`config.mk`:
```
export PLATFORM = sky130hd
export DESIGN_NAME = fetch_stage1
export DESIGN_NICKNAME = d
export VERILOG_FILES = /design/src/rtl/fetch_stage1_pkg.sv /design/src/rtl/fetch_stage1.sv
export SDC_FILE = /design/constraint.sdc
export NUM_CORES = 1
export LEC_CHECK = 0
export CORE_ASPECT_RATIO = 0.5
export CORE_MARGIN = 2
export CORE_UTILIZATION = 50
export DETAILED_ROUTE_END_ITERATION = 8
export PLACE_DENSITY = 0.81
export SYNTH_ARGS = -nofsm -noshare
export SYNTH_HDL_FRONTEND = slang
export SYNTH_SLANG_ARGS = --single-unit
```
`constraint.sdc`:
```
create_clock -name clk -period 2.3 [get_ports clk]
set_input_delay 0.46 -clock clk [delete_from_list [all_inputs] [get_ports clk]]
set_output_delay 0.46 -clock clk [all_outputs]
set_load 0.05 [all_outputs]
```
`src/rtl/fetch_stage1_pkg.sv`:
```
// fetch_stage1_pkg: shared controller defines (PC select codes, opcode classes, instruction field offsets)
package fetch_stage1_pkg;
  typedef enum logic [1:0] {
    PC_SEL_PLUS_1 = 2'd0,
    PC_SEL_JMP_K  = 2'd1,
    PC_SEL_BRANCH = 2'd2
  } pc_sel_e;
  localparam int OPCODE_LSB = 48;
  localparam int JT_LSB = 40;
  localparam int JF_LSB = 32;
  localparam int K_LSB = 0;
  localparam logic [2:0] OP_CLASS_JMP = 3'b101;
  localparam logic [3:0] OP_JMP_JA = 4'h0;
  function automatic logic is_ja_op(input logic [15:0] op);
    return (op[2:0] == OP_CLASS_JMP) && (op[7:4] == OP_JMP_JA);
  endfunction
endpackage

```
`src/rtl/fetch_stage1.sv`:
```
// fetch_stage1: IR + skid capture of imem words, valid/stall handoff to stage 2, local JA redirect; ports: clk, rst, inst_mem_rd_en/data in, stage2_stalled/PC_en in, stage1_stalled/PC_en, PC_sel, ir_* out
module fetch_stage1
  import fetch_stage1_pkg::*;
#(
  parameter int INST_W = 64
) (
  input  logic              clk,
  input  logic              rst,
  input  logic              inst_mem_rd_en,
  input  logic [INST_W-1:0] inst_mem_rd_data,
  input  logic              stage2_stalled,
  input  logic              stage2_PC_en,
  output logic              stage1_stalled,
  output logic              stage1_PC_en,
  output logic [1:0]        PC_sel,
  output logic              ir_valid_out,
  output logic [15:0]       ir_opcode,
  output logic [7:0]        ir_jt,
  output logic [7:0]        ir_jf,
  output logic [31:0]       ir_k
);
  logic [INST_W-1:0] ir_q, ir_d, skid_q, skid_d;
  logic ir_valid_q, ir_valid_d, skid_valid_q, skid_valid_d, rd_pending_q, rd_pending_d;
  logic is_ja, flush, ir_free;
  assign ir_opcode = ir_q[OPCODE_LSB +: 16];
  assign ir_jt = ir_q[JT_LSB +: 8];
  assign ir_jf = ir_q[JF_LSB +: 8];
  assign ir_k = ir_q[K_LSB +: 32];
  assign is_ja = ir_valid_q & is_ja_op(ir_opcode);
  assign stage1_PC_en = is_ja & ~stage2_PC_en;
  assign PC_sel = stage1_PC_en ? PC_SEL_JMP_K : PC_SEL_PLUS_1;
  assign flush = stage2_PC_en | stage1_PC_en;
  assign ir_valid_out = ir_valid_q & ~is_ja;
  assign ir_free = ~ir_valid_q | (ir_valid_out & ~stage2_stalled) | stage1_PC_en;
  assign stage1_stalled = skid_valid_q | (ir_valid_out & stage2_stalled);
  assign rd_pending_d = inst_mem_rd_en;
  always_comb begin
    ir_d = ir_q;
    ir_valid_d = ir_valid_q;
    skid_d = skid_q;
    skid_valid_d = skid_valid_q;
    if (flush) begin
      ir_valid_d = 1'b0;
      skid_valid_d = 1'b0;
    end else if (ir_free) begin
      ir_d = skid_valid_q ? skid_q : rd_pending_q ? inst_mem_rd_data : ir_q;
      ir_valid_d = skid_valid_q | rd_pending_q;
      skid_valid_d = skid_valid_q & rd_pending_q;
      skid_d = (skid_valid_q & rd_pending_q) ? inst_mem_rd_data : skid_q;
    end else if (rd_pending_q) begin
      skid_d = inst_mem_rd_data;
      skid_valid_d = 1'b1;
    end
  end
  always_ff @(posedge clk) begin
    if (rst) begin
      ir_q <= '0;
      skid_q <= '0;
      ir_valid_q <= 1'b0;
      skid_valid_q <= 1'b0;
      rd_pending_q <= 1'b0;
    end else begin
      ir_q <= ir_d;
      skid_q <= skid_d;
      ir_valid_q <= ir_valid_d;
      skid_valid_q <= skid_valid_d;
      rd_pending_q <= rd_pending_d;
    end
  end
  always_ff @(posedge clk) begin
    if (!rst) assert (!(rd_pending_q && skid_valid_q && !ir_free && !flush));
  end
endmodule

```
==> flow_metrics.py, run 1 <==
metrics = {
    "status": {
        "status": "finished, final reports clean",
    },
    "yosys": {
        "netlist_area_um2": 5700,
        "ys_seq_area_frac": 0.460,
        "synth.top_cells.by_area": "dfxtp_1, a211oi_2, nand2_1",
        "ys.warnings.count": 0,
        "ys.flop_type": "dfxtp_1",
        "ys_types": 32,
        "synthCells": 668,
        "syn_nets": 737,
        "synth_most_common_cell": "dfxtp_1",
        "ys_ff_latch": 131,
        "yosysTopAreaCellShare": 0.460,
        "synth_top_cell_by_area": "dfxtp_1",
        "synth-edff-count": 0,
        "ys_top_cells_by_count": "dfxtp_1, nand2_1, nor2_1",
        "syn_area_per_cell_um2": 8.53,
        "synth-async-reset-ratio": 0,
    },
    "clocking": {
        "cts_tree": "done",
        "clock-sinks": 131,
        "cts_made_buffers": 17,
        "root_buffer": "clkbuf_16",
        "insertion_delay_ns": 0.41,
        "max-clock-path-buffers": 2,
        "path_clk_slew_ns": 0.06,
        "htreeDepth": 4,
    },
    "setup_path": {
        "cp_slowest_stage_delay_ns": 0.35,
        "cp.arrival_ns": 1.74,
        "crit_family": "simple AND/OR/NAND/NOR gates",
        "crit_type": "reg2out",
        "crit_chain": "nor4_4, and2_4, nand2_1, nor2_4, buf_12",
        "start_kind": "flop",
        "cp_num_cells": 5,
        "cp.required_ns": 1.84,
        "crit_path_end_kind": "primary output",
        "ff2ff_path_depth": 5,
        "worstPathBufferInverterCount": 1,
        "cpMaxStageDelayCell": "dfxtp_1",
        "cp_max_fo": 5,
    },
    "place": {
        "placed_cell_area_um2": 7200,
        "dp_hpwl_mm": 9.26,
        "port_buffers": 136,
        "gp_congestion": 0.793,
        "dp_slack_ns": 0.0735,
        "dp.cells": 904,
    },
    "timing": {
        "clock_skew_ns": 0.00883,
        "fin_setup_tns_ns": 0,
        "worst_pin_slew_ns": 0.690,
        "hold_violations": 0,
        "worst_slack_ns": 0.100,
        "timing.hold.ws_ns": 0.450,
        "fin_crit_sh": 0.956,
        "period_minus_slack_ns": 2.20,
        "rsz0062_at_grt": "no",
        "setup_viol": 0,
        "relSlewSlack": 0.540,
        "slew_viol_final": 0,
        "fmax_mhz": 455,
    },
    "floorplan": {
        "chipHeight_um": 79.5,
        "die_width_um": 155,
        "start_util": 0.516,
        "dieArea_um2": 12300,
        "coreArea_um2": 11000,
        "placementRows": 27,
        "pin_count": 138,
    },
    "routing": {
        "drt_iter0_markers": 449,
        "wire_per_inst_um": 16.5,
        "wirelength_mm": 15.4,
        "dr.pass1.iters": 6,
        "vias": 5289,
        "postRouteAntennaNets": 0,
        "via_per_inst": 5.65,
        "drc_errors": 0,
    },
    "cells_and_area": {
        "num_antenna_cells": 0,
        "finalNonFillerCells": 936,
        "nNetsFinal": 847,
        "fin_area_um2": 7880,
        "final_util": 0.713,
        "synthToLayoutAreaGrowth_pct": 38.2,
        "drive_gt1_frac": 0.158,
    },
    "power_and_ir_drop": {
        "pwr_density_cell_nw_per_um2": 798,
        "leakage_nw": 2.62,
        "finalPower_mw": 6.29,
        "ir_drop_mv": 0.429,
    },
    "grt": {
        "grt_start_max_net_pins": 57,
        "grt_pass1_wl_mm": 24.8,
        "overflow": 0,
        "grt_usage": 0.252,
        "antenna_found_initial": 0,
        "grt_pass1_vias": 5023,
    },
    "min_path": {
        "min_path_type": "reg2reg",
        "whs_path_depth": 2,
    },
    "run": {
        "drv_cap": 0,
    },
}
## cells by family (layout without fill, tap and decap cells)
logic type / count (synthesis) / in the layout / share of synthesized area
simple gates: 269 / 269 / 0.214
compound gates: 201 / 201 / 0.265
flops: 131 / 131 / 0.460
buf+inv: 65 / 188 / 0.0590
fa+ha+maj: 1 / 1 / 0.00176
other cells: 1 / 1 / 0.000658
## what timing repair did
item	4_1_cts	5_1_grt
endpoints found under the hold margin	0	0
endpoints found under the setup margin	2	2
hold buffers	0	0
buffers inserted	0	0
gates cloned	0	0
resized for setup	1	2
## sequential cells by signal (all words and copies together), names as in the netlist
register,count
ir_valid_q,1
skid_q,64
ir_q,64
skid_valid_q,1
rd_pending_q,1
## tightest hold or removal path, cell delays in order (launching register included)
cell and delay, ns:
dfxtp_1 0.30, nand2_1 0.05, a21oi_1 0.05
## per-layer routing
layer,global-route usage,routed length [µm],up-vias
met3,0.0527,864,22
li1,-,-,2537
met1,0.312,6620,2535
met5,0,0,-
met4,0.0843,215,0
met2,0.441,7720,195
## cell type report
cell class	instances	area, µm²
flip-flops and latches	131	2620
clock inverters	13	231
inverters	2	7.51
repair buffers	154	1620
fillers	822	3170
multi-input cells	472	2770
well taps	145	181
clock buffers	19	443
## report_power, final
| group | leakage, nW | internal, mW | switching (mW) |
|---|---|---|---|
| Sequential | 1.06 | 2.34 | 0.0437 |
| Combinational | 1.25 | 0.334 | 0.495 |
| Clock | 0.311 | 2.06 | 1.02 |
| Total | 2.62 | 4.73 | 1.56 |
## path summary, 6_finish.rpt
kind                startpoint          to  slack (ns)
setup / recovery      ir_q[52]   PC_sel[0]        0.10
hold / removal      skid_q[58]  skid_q[58]        0.45
setup reg to reg  rd_pending_q     ir_q[1]        0.51
hold reg to reg     skid_q[58]  skid_q[58]        0.45
## cell usage in the layout (no fill, tap or decap), types with 5 or more instances in the layout
master           synthesis  routed
a21oi_1                 65      65
clkbuf_16                0      17
buf_4                    8      12
nand2_1                130     130
nor2_1                  66      65
o21ai_1                 29      30
dfxtp_1                131     130
clkinvlp_4               0       5
or3_1                   64      64
a211oi_2                60      60
o21ai_0                 36      35
bufinv_16                0       6
buf_12                   0      11
clkdlybuf4s50_1          0     131
Power figures use the tool's default switching activity.
==> inputs of run 2 (changes only) <==
SLEW_MARGIN = 20   (was default)
==> results of run 2 <==
Same layout as run 1: the final DEF is identical, and so are final timing and power.
==> inputs of run 3 (changes only) <==
CORE_UTILIZATION = 51   (was 50)
CTS_BUF_LIST = sky130_fd_sc_hd__clkbuf_8   (was default)
PLACE_DENSITY = 0.82   (was 0.81)
==> flow_metrics.py, run 3 (synthesized netlist as in run 1, its figures left out) <==
metrics = {
    "place": {
        "placed_cell_area_um2": 7180,
        "port_buffers": 136,
        "dp_hpwl_mm": 9.28,
        "gp_congestion": 0.812,
    },
    "power_and_ir_drop": {
        "seqPwrFrac": 0.437,
        "p_clk_frac": 0.411,
        "p_sw_mw": 1.41,
        "p_comb_frac": 0.152,
        "pwr_density_cell_nw_per_um2": 710,
        "swShare": 0.259,
        "leakage_nw": 2.55,
        "ir_drop_mv": 0.521,
        "internal_power_mw": 4.03,
        "finalPower_mw": 5.44,
    },
    "timing": {
        "fmax_mhz": 451,
        "period_minus_slack_ns": 2.22,
        "rsz0062_at_grt": "no",
        "fin_crit_sh": 0.964,
        "fin_setup_tns_ns": 0,
        "relSlewSlack": 0.625,
        "hold_violations": 0,
        "setup_viol": 0,
        "slew_viol_final": 0,
        "clock_skew_ns": 0.0115,
        "worst_pin_slew_ns": 0.560,
    },
    "grt": {
        "grt_pass1_wl_mm": 24.8,
        "grt_usage": 0.250,
        "grt_pass1_vias": 5175,
        "overflow": 0,
        "antenna_found_initial": 0,
        "grt_start_max_net_pins": 68,
    },
    "setup_path": {
        "crit_chain": "nor4_4, and2_4, nand2_1, nor2_4, buf_12",
        "cp_slowest_stage_delay_ns": 0.36,
        "cp_max_fo": 5,
        "crit_type": "reg2out",
        "worstPathBufferInverterCount": 1,
        "crit_family": "simple AND/OR/NAND/NOR gates",
        "cp.required_ns": 1.84,
        "crit_path_end_kind": "primary output",
        "cp.arrival_ns": 1.76,
        "cpMaxStageDelayCell": "dfxtp_2",
        "start_kind": "flop",
    },
    "clocking": {
        "max-clock-path-buffers": 2,
        "insertion_delay_ns": 0.43,
        "cts_tree": "done",
        "htreeDepth": 4,
        "root_buffer": "clkbuf_8",
        "path_clk_slew_ns": 0.07,
        "cts_made_buffers": 17,
        "clock-sinks": 131,
    },
    "floorplan": {
        "start_util": 0.521,
        "chipHeight_um": 78.8,
        "die_width_um": 154,
        "placementRows": 27,
        "coreArea_um2": 10900,
        "pin_count": 138,
        "dieArea_um2": 12100,
    },
    "cells_and_area": {
        "mostFrequentLayoutCell": "clkdlybuf4s50_1",
        "drive_gt1_frac": 0.157,
        "num_antenna_cells": 0,
        "nNetsFinal": 846,
        "n_fill_cell": 866,
        "fin_area_um2": 7660,
        "top_regs": "ir_q x64, skid_q x64",
        "mostFrequentLayoutCells": "clkdlybuf4s50_1, nand2_1, dfxtp_1, nor2_1, a21oi_1",
        "synthToLayoutAreaGrowth_pct": 34.4,
    },
    "routing": {
        "wire_per_inst_um": 16.3,
        "postRouteAntennaNets": 0,
        "wirelength_mm": 15.2,
        "drc_errors": 0,
        "via_per_inst": 5.66,
        "vias": 5294,
        "drt_iter0_markers": 380,
        "dr.pass1.iters": 5,
    },
    "status": {
        "status": "finished, final reports clean",
    },
    "min_path": {
        "min_path_type": "reg2reg",
    },
    "run": {
        "drv_cap": 0,
    },
}
[run 3: area by class of cell]
class	count	area [µm²]	area share
multi-input combinational	472	2770	0.362
inverter	2	7.51	0.000980
timing repair buffer	153	1610	0.211
clock buffer	20	275	0.0359
sequential	131	2630	0.343
tap	145	181	0.0237
clock inverter	12	186	0.0243
[run 3: path summary, 6_finish.rpt]
path                endpoint        from  slack (ns)  depth (start not counted)
setup / recovery   PC_sel[0]    ir_q[55]        0.08                          5
hold / removal    skid_q[62]  skid_q[62]        0.45                          2
setup reg to reg  skid_q[16]    ir_q[55]        0.37                          7
hold reg to reg   skid_q[62]  skid_q[62]        0.45                          2
[run 3: power groups by stage]
stage	Clock, mW	Combinational [mW]	Sequential [mW]
after global routing	2.36	0.874	2.39
final	2.24	0.828	2.38
after floorplan	0	0.289	2.63
after CTS	2.26	0.826	2.38
after global placement	0	0.807	2.43
after detailed placement	0	0.819	2.43
[run 3: metrics by stage]
| step | hold WS [ns] | worst slack (ns) | cells | utilization |
|---|---|---|---|---|
| after global routing | 0.467 | 0.00213 | 935 | 0.700 |
| final | 0.453 | 0.0820 | 935 | 0.700 |
| after detailed placement | 0.443 | 0.122 | 902 | 0.656 |
| after floorplan | 0.433 | -0.212 | 668 | - |
| after global placement | 0.438 | 0.232 | 902 | 0.656 |
| after CTS | 0.454 | 0.0325 | 934 | 0.699 |
[run 3: worst min-delay path, delay by kind of cell (launching register included)]
| family | cells | cell delay (ns) |
|---|---|---|
| compound gates | 1 | 0.05 |
| simple gates | 1 | 0.05 |
| flops | 1 | 0.31 |
[run 3: timing repair]
item                       CTS  global route
hold buffers                 0             0
buffers inserted             0             1
setup endpoints to repair    2             2
resized for setup            1             4
pin swaps                    0             3
gates cloned                 0             0
[run 3: routing by layer]
| layer | GRT usage | vias to the layer above | part of all wire |
|---|---|---|---|
| met2 | 0.437 | 196 | 0.50 |
| met5 | 0 | - | 0 |
| met4 | 0.0972 | 0 | 0.019 |
| li1 | - | 2524 | - |
| met3 | 0.0486 | 29 | 0.056 |
| met1 | 0.310 | 2545 | 0.43 |
==> patch: new RTL, settings of run 1 <==
`ir_q` no longer has a reset.
--- a/src/rtl/fetch_stage1.sv
+++ b/src/rtl/fetch_stage1.sv
@@ -54,19 +54,21 @@
   end
   always_ff @(posedge clk) begin
     if (rst) begin
-      ir_q <= '0;
       skid_q <= '0;
       ir_valid_q <= 1'b0;
       skid_valid_q <= 1'b0;
       rd_pending_q <= 1'b0;
     end else begin
-      ir_q <= ir_d;
       skid_q <= skid_d;
       ir_valid_q <= ir_valid_d;
       skid_valid_q <= skid_valid_d;
       rd_pending_q <= rd_pending_d;
     end
   end
+
+  always_ff @(posedge clk) begin
+    ir_q <= ir_d;
+  end
   always_ff @(posedge clk) begin
     if (!rst) assert (!(rd_pending_q && skid_valid_q && !ir_free && !flush));
   end
Check against the original RTL: differs if rst is asserted again (counterexample within 4 cycles, from zero or initial values and one cycle with rst high); with rst held inactive, the same outputs for 4 cycles.
==> patch against run 1 <==
- the flow now finishes with violations (setup timing)
- wire length fell by 23%
- combinational power fell by 40%
- sequential cell count did not move
- maximum frequency fell by 8.7%
- synthesized area rose by 1.7%
- setup slack got worse by 210 ps
- power fell by 12%
- largest cell class is now sequential cells
- core utilization rose by 0.38 points
- cell area rose by 1.5%
- highest routed layer unchanged
==> patch: results (changes against run 1) <==
\begin{tabular}{lr}
\hline
Metric & Value \\
\hline
\multicolumn{2}{l}{\textbf{Route}} \\
Count of TritonRoute iterations in the first routing pass & 4 (-2) \\
Drt wl/cell & 16.12 um (-2.2\%) \\
Count of vias placed by the detailed router & 3691 (-30\%) \\
Metal-1 WL & 5392 um (-19\%) \\
Violation count after the first detailed-route iteration & 175 (-61\%) \\
Length of routed met3 wiring & 378 um (-56\%) \\
\multicolumn{2}{l}{\textbf{Worst hold path}} \\
Worst hold path startpoint & skid\_q[34] \\
\multicolumn{2}{l}{\textbf{Critical path}} \\
Max Fanout on Critical Path & 3 (-2) \\
Arrival time at the worst endpoint & 1950 ps (+210 ps) \\
Setup slack of the most critical reg-to-reg path & 80 ps (-430 ps) \\
Endpoint of the lowest-slack register-to-register path & ir\_q[55] \\
\multicolumn{2}{l}{\textbf{Timing}} \\
Endpoints failing setup & 4 (+4) \\
Tightest slew margin relative to the limit & 64.75\% (+11 points) \\
Fin worst setup slack & -108.2 ps (-208.6 ps) \\
Worst hold margin & 471.2 ps (+20.91 ps) \\
Final-layout setup total negative slack & -321.6 ps (-321.6 ps) \\
Clock tree skew after final layout & 8.511 ps (-0.3194 ps) \\
\multicolumn{2}{l}{\textbf{Status}} \\
Failing checks & setup timing \\
Result of the run & finished with violations \\
\multicolumn{2}{l}{\textbf{Synth}} \\
Syn\_area\_per\_cell & 13.20 um2 (+55\%) \\
Share of synthesized cell area in full adder, half adder and majority cells & 0\% (-0.18 points) \\
Synth Area in Compound Gates & 1.014\% (-25 points) \\
Synth Net Count & 508 (-31\%) \\
Number of flops mapped to enable cells by yosys & 64 (+64) \\
Multiplexer share of the synthesized area & 23.48\% (+23 points) \\
\multicolumn{2}{l}{\textbf{Pwr}} \\
Power after layout & 5.528 mW (-12\%) \\
Peak ir drop on the vdd network & 0.4162 mV (-2.9\%) \\
Cell leakage power & 2.708 nW (+3.2\%) \\
\multicolumn{2}{l}{\textbf{Layout}} \\
Net count of the finished layout & 652 (-23\%) \\
Share of cells above drive strength 1 & 21.34\% (+5.5 points) \\
Post-route non-filler standard cell count & 740 (-21\%) \\
\multicolumn{2}{l}{\textbf{Global routing}} \\
Largest net degree at the start of global routing & 56 (-1.8\%) \\
Aggregate global-route resource usage & 19.30\% (-5.9 points) \\
Global-route wire length before repair & 18500 um (-25\%) \\
Met3 Usage GRT & 4.641\% (-0.62 points) \\
Met1 global-route usage & 23.08\% (-8.2 points) \\
Number of global-route vias before repair & 3739 (-26\%) \\
\multicolumn{2}{l}{\textbf{Placement}} \\
Setup Slack @ Placement & 54.32 ps (-19.14 ps) \\
Placer Congestion & 0.8096 (+2.1\%) \\
Detailed Place HPWL & 7404 um (-20\%) \\
Placed cell count & 701 (-22\%) \\
\hline
\end{tabular}
==> patch: cell type report <==
class                           instances  area [um2]
Sequential cell                       131        3267
Fill cell                             762        3153
Multi-Input combinational cell        276        2347
Timing Repair Buffer                  156        1642
Clock buffer                           19       442.9
Tap cell                              145       181.4
Clock inverter                         12       111.4
Inverter                                1       3.754
==> patch: how the worst max path moves through the flow <==
stage                     cells past startpoint            from           end
final                                         4        ir_q[52]  ir_valid_out
after global routing                          4        ir_q[52]  ir_valid_out
after CTS                                     3        ir_q[54]  stage1_PC_en
after detailed placement                      5  stage2_stalled    skid_q[15]
after global placement                        5  stage2_stalled     skid_q[9]
after floorplan                               4        ir_q[53]       ir_q[0]
==> patch: repair_timing <==
action,4_1_cts,5_1_grt
hold buffers,0,0
resized for setup,1,6
pin swaps,2,3
gates cloned,0,1
buffers inserted,4,3
endpoints found under the setup margin,4,5
==> patch: critical path, cell delays in order (launching register included) <==
cell and delay, ps:
edfxtp_1 410, or4_4 570, nor3_4 180, and2b_2 250, buf_6 150
